[src/rtl/credit_bp_tx_arb.sv]
// Credit-based NoC link transmitter: one credit counter per virtual channel and a
// round-robin arbiter selecting one eligible VC per cycle onto the shared link.
module credit_bp_tx_arb #(
   parameter int NUM_VC  = 2,
   parameter int D_W     = 32,
   parameter int A_W     = 4,
   parameter int DEPTH   = 8,
   parameter int REG_OUT = 0,
   localparam int P_W    = A_W + D_W + 1,
   localparam int CW     = $clog2(DEPTH),
   localparam int PW     = (NUM_VC > 1) ? $clog2(NUM_VC) : 1
) (
   input  logic                    clk,
   input  logic                    rst,
   input  logic [NUM_VC-1:0]       i_v,
   input  logic [NUM_VC*P_W-1:0]   i_d,
   output logic [NUM_VC-1:0]       o_b,
   output logic [NUM_VC-1:0]       o_vc_target,
   output logic [P_W-1:0]          o_d,
   input  logic [NUM_VC-1:0]       i_vc_credit_gnt,
   output logic [NUM_VC-1:0]       o_credit_err
);

   localparam logic [CW-1:0] MAX_CR = CW'(DEPTH - 1);

   logic [CW-1:0]     cnt [NUM_VC];
   logic [PW-1:0]     ptr;
   logic [PW-1:0]     ptr_nxt;
   logic [NUM_VC-1:0] has_cr;
   logic [NUM_VC-1:0] elig;
   logic [NUM_VC-1:0] rdy;
   logic [NUM_VC-1:0] win;
   logic [P_W-1:0]    sel_d;

   // Position of VC u in the round-robin search order that starts at pointer p.
   function automatic int rr_dist(input int u, input int p);
      return (u >= p) ? (u - p) : (u + NUM_VC - p);
   endfunction

   always_comb begin
      for (int v = 0; v < NUM_VC; v++) has_cr[v] = (cnt[v] != '0);
   end

   assign elig = i_v & has_cr;

   // Handshake: a packet on VC v transfers in any cycle where i_v[v] is high and
   // o_b[v] is low. o_b[v] is low exactly when VC v has a credit and no eligible
   // VC precedes it in round-robin order, so an idle VC sees the grant it would get.
   always_comb begin
      rdy = '0;
      for (int v = 0; v < NUM_VC; v++) begin
         logic ahead;
         ahead = 1'b0;
         for (int u = 0; u < NUM_VC; u++) begin
            if (u != v && elig[u] && rr_dist(u, int'(ptr)) < rr_dist(v, int'(ptr)))
               ahead = 1'b1;
         end
         rdy[v] = has_cr[v] & ~ahead;
      end
   end

   assign win = rdy & i_v;

   always_comb begin
      ptr_nxt = ptr;
      sel_d   = '0;
      for (int v = 0; v < NUM_VC; v++) begin
         if (win[v]) begin
            ptr_nxt = PW'((v + 1) % NUM_VC);
            sel_d   = sel_d | i_d[v*P_W +: P_W];
         end
      end
   end

   always_ff @(posedge clk) begin
      if (rst) begin
         for (int v = 0; v < NUM_VC; v++) cnt[v] <= MAX_CR;
         o_credit_err <= '0;
         ptr          <= '0;
      end else begin
         if (|win) ptr <= ptr_nxt;
         for (int v = 0; v < NUM_VC; v++) begin
            case ({win[v], i_vc_credit_gnt[v]})
               2'b10: cnt[v] <= cnt[v] - CW'(1);
               2'b01: begin
                  // A return with nothing outstanding means the receiver lost track.
                  if (cnt[v] == MAX_CR) o_credit_err[v] <= 1'b1;
                  else                  cnt[v] <= cnt[v] + CW'(1);
               end
               default: cnt[v] <= cnt[v];
            endcase
         end
      end
   end

   assign o_b = rst ? '1 : ~rdy;

   generate
      if (REG_OUT != 0) begin : g_reg
         logic [NUM_VC-1:0] tgt_q;
         logic [P_W-1:0]    d_q;
         always_ff @(posedge clk) begin
            if (rst) begin
               tgt_q <= '0;
               d_q   <= '0;
            end else begin
               tgt_q <= win;
               d_q   <= sel_d;
            end
         end
         assign o_vc_target = rst ? '0 : tgt_q;
         assign o_d         = rst ? '0 : d_q;
      end else begin : g_comb
         assign o_vc_target = rst ? '0 : win;
         assign o_d         = rst ? '0 : sel_d;
      end
   endgenerate

endmodule

[config.mk]
export PLATFORM = sky130hd
export DESIGN_NAME = credit_bp_tx_arb
export DESIGN_NICKNAME = d
export VERILOG_FILES = /design/src/rtl/credit_bp_tx_arb.sv
export SDC_FILE = /design/constraint.sdc
export NUM_CORES = 1
export LEC_CHECK = 0
export BUFFER_PORTS_ARGS = -buffer_cell sky130_fd_sc_hd__buf_2
export CAP_MARGIN = 40
export CORE_MARGIN = 2
export CORE_UTILIZATION = 36
export DETAILED_ROUTE_END_ITERATION = 16
export PLACE_DENSITY_LB_ADDON = 0.15
export SLEW_MARGIN = 15
export SYNTH_ARGS = -nofsm -noshare
export SYNTH_HDL_FRONTEND = slang
export SYNTH_SLANG_ARGS = --single-unit
[constraint.sdc]
create_clock -name clk -period 3.6 [get_ports clk]
set_input_delay 0.54 -clock clk [delete_from_list [all_inputs] [get_ports clk]]
set_output_delay 0.54 -clock clk [all_outputs]
set_load 0.01 [all_outputs]
==> flow_metrics.env <==
export IMPL_crit_path_start_kind="flop"
export IMPL_hp_class="reg -> reg"
export IMPL_worstSetupEndpointType="primary output"
export IMPL_dp_hpwl_mm=3.21
export IMPL_power_leakage_nw=0.969
export IMPL_synth_top_area_cell="a22o_1"
export IMPL_initial_core_util_pct=37.6
export IMPL_slew_headroom_pct=59.4
export IMPL_synth_edf_count=6
export IMPL_via_count=1367
export IMPL_yosys_top_cells_count="37 x a22o_1, 9 x nor2_1, 8 x ha_1, 8 x inv_1, 6 x edfxtp_1"
export IMPL_crit_required_ns=3.06
export IMPL_wire_per_inst_um=14.4
export IMPL_min_to="o_credit_err[1]$_SDFFE_PP0P_"
export IMPL_grt_overflow_total=0
export IMPL_critical_path_class="reg -> out"
export IMPL_busiest_layer="met2"
export IMPL_syn_to_final_growth_pct=61.9
export IMPL_cts_root_buffer="clkbuf_4"
export IMPL_r2r_cells=12
export IMPL_pwr_density_cell_mw_per_mm2=270
export IMPL_r2r_end="cnt[0][2]$_SDFFCE_PP1P_"
export IMPL_ios=123
export IMPL_num_rows=19
export IMPL_use_met2_pct=34.9
export IMPL_port_buffers=122
export IMPL_drc=0
export IMPL_firstDrtPassIters=4
export IMPL_antenna_left=0
export IMPL_fillers=242
export IMPL_seqPwrFrac_pct=31.2
export IMPL_yosysSeqAreaShare_pct=23.4
export IMPL_post_synth_top_count_cell="a22o_1"
export IMPL_synth_area_leaders="a22o_1 32%, edfxtp_1 18%, ha_1 9.7%"
export IMPL_final_nets=322
export IMPL_clk_latency_ns=0.26
export IMPL_switchingPower_uw=163
export IMPL_r2r_setup_slack_ns=0.88
export IMPL_rr_startpoint="cnt[0][1]$_SDFFCE_PP1P_"
export IMPL_grt_max_degree=22
export IMPL_cts_max_level=1
export IMPL_max_slew_worst_pin_slew_ns=0.607
export IMPL_netlist_area_sq_mm=0.00103
export IMPL_grt_use_met3_pct=4.99
export IMPL_setup_tns_ns=0
export IMPL_arrival_ns=2.33
export IMPL_grt_pass1_vias=1148
export IMPL_numCtsBuffers=3
export IMPL_ys_flop_type="edfxtp_1"
export IMPL_hold_viol_final=0
export IMPL_drt_iter0_drc=46
export IMPL_p_sw_share_pct=36.2
export IMPL_place_congestion=0.773
export IMPL_die_area_sq_mm=0.00330
export IMPL_fp_dieW_um=57.5
export IMPL_holdPathStages=2
export IMPL_rsz0062_at_grt="no"
export IMPL_critPathMaxFanout=21
export IMPL_grt_use_met1_pct=27.3
export IMPL_max_freq_mhz=348
export IMPL_synth_area_per_cell_sq_um=9.18
export IMPL_antenna_found_initial=0
export IMPL_maxCapViolCount=0
export IMPL_die_h_um=57.5
export IMPL_cts_tree="yes"
export IMPL_min_from="o_credit_err[1]$_SDFFE_PP0P_"
export IMPL_hold_ws_ns=0.467
export IMPL_intPower_uw=288
export IMPL_vias_per_cell=5.20
export IMPL_grt_pass1_wl_mm=5.38
export IMPL_drive_gt1_share_pct=56.9
export IMPL_outcome="finished clean"
export IMPL_postCtsSetupBuffers=0
export IMPL_maxSlewViolCount=0
export IMPL_finalCriticalPeriod_ns=2.87
export IMPL_cts_buffer_depth=2
export IMPL_ys_async_sr_fraction_pct=0
export IMPL_cts_sinks=9
export IMPL_clock_skew_ns=0.00207
export IMPL_ys_warn_count=0
export IMPL_power_frac_comb_pct=50.7
export IMPL_core_region_area_sq_mm=0.00273
export IMPL_clk_pin_slew_ns=0.07
export IMPL_synthCells=112
export IMPL_synthDistinctLibCells=31
export IMPL_postCtsResizedCells=0
export IMPL_finalSetupViolCount=0
export IMPL_ys_seq_elements=9
export IMPL_min_period_over_period_pct=79.8
export IMPL_yosys_area_top_type_share_pct=31.5
export IMPL_num_antenna_cells=0
export IMPL_clockPowerShare_pct=18.1
export IMPL_ir_worst_vdd_mv=0.234
export IMPL_drt_total_wl_mm=3.80
export IMPL_grt_usage_pct=21.0
export IMPL_syn_nets=201
export IMPL_ctsHoldBuffers=0
final cells by class:
cell class / instances / area (sq um) / area share, %
tap: 31 / 38.8 / 2.33
clock buffer: 4 / 26.3 / 1.58
inverter: 8 / 30.0 / 1.80
sequential: 9 / 240 / 14.4
timing repair buffer: 125 / 633 / 38.0
multi-input combinational: 86 / 697 / 41.8
how the worst max path moves through the flow:
stage                     cells after the start                 endpoint               startpoint
after global placement                       14  cnt[0][2]$_SDFFCE_PP1P_      cnt[1][0]$_DFFE_PP_
after floorplan                              14  cnt[0][2]$_SDFFCE_PP1P_      cnt[1][0]$_DFFE_PP_
after CTS                                     8                  o_d[31]      cnt[1][0]$_DFFE_PP_
final                                         8                  o_d[31]      cnt[1][0]$_DFFE_PP_
after detailed placement                     12  cnt[0][2]$_SDFFCE_PP1P_  cnt[0][0]$_SDFFCE_PP1P_
after global routing                          6                   o_d[8]  cnt[0][0]$_SDFFCE_PP1P_
routing by layer:
| layer | share of wire (%) | routed length [um] |
|---|---|---|
| met3 | 8.9 | 338 |
| met1 | 43 | 1610 |
| met2 | 48 | 1820 |
| met5 | 0 | 0 |
| met4 | 0.55 | 21 |
sequential cells by signal, indices dropped and copies added (netlist names):
register,flops
cnt,6
o_credit_err,2
ptr,1
logic make-up after synthesis:
group	after synthesis	share of synthesized area [%]
and+or+nand+nor	26	15.1
DFF	9	23.4
xor gates and xnor gates	2	1.70
AOI/OAI and AO/OA	49	38.7
adders and majority gates	9	11.7
buffers and inverters	17	9.49
stage by stage:
| stage | util [%] | setup slack (ns) | total power, mW | cells | instance area (sq um) |
|---|---|---|---|---|---|
| after floorplan | - | 1.17 | 0.276 | 112 | 1030 |
| after global placement | 60.0 | 1.06 | 0.367 | 259 | 1640 |
| after detailed placement | 60.0 | 0.869 | 0.371 | 259 | 1640 |
| after CTS | 60.9 | 0.714 | 0.453 | 263 | 1670 |
| after global routing | 60.9 | 0.525 | 0.482 | 263 | 1670 |
| final | 60.9 | 0.728 | 0.450 | 263 | 1670 |
layout by cell type (no fill, tap or decap), drive strengths merged, types with 2 or more instances in the layout:
| cell | count |
|---|---|
| a21oi | 4 |
| a22o | 37 |
| a31oi | 2 |
| buf | 125 |
| clkbuf | 4 |
| dfxtp | 3 |
| edfxtp | 6 |
| ha | 8 |
| inv | 8 |
| nand2 | 3 |
| nand2b | 3 |
| nor2 | 9 |
| nor3 | 3 |
| o21bai | 3 |
| xnor2 | 2 |
power groups by stage:
stage | registers [mW] | clock network, mW | logic [mW]
after detailed placement | 0.143 | 0 | 0.228
after CTS | 0.141 | 0.0821 | 0.230
after floorplan | 0.142 | 0 | 0.135
after global routing | 0.143 | 0.0891 | 0.250
after global placement | 0.142 | 0 | 0.225
final | 0.141 | 0.0813 | 0.229
worst max-delay path: stages (launching register included):
cell,delay (ns)
edfxtp_1,0.37
inv_1,0.07
ha_1,0.22
nand2b_4,0.08
nand2_1,0.12
nor3_4,0.55
buf_4,0.36
a22o_1,0.18
buf_2,0.13
Power figures use the tool's default switching activity.
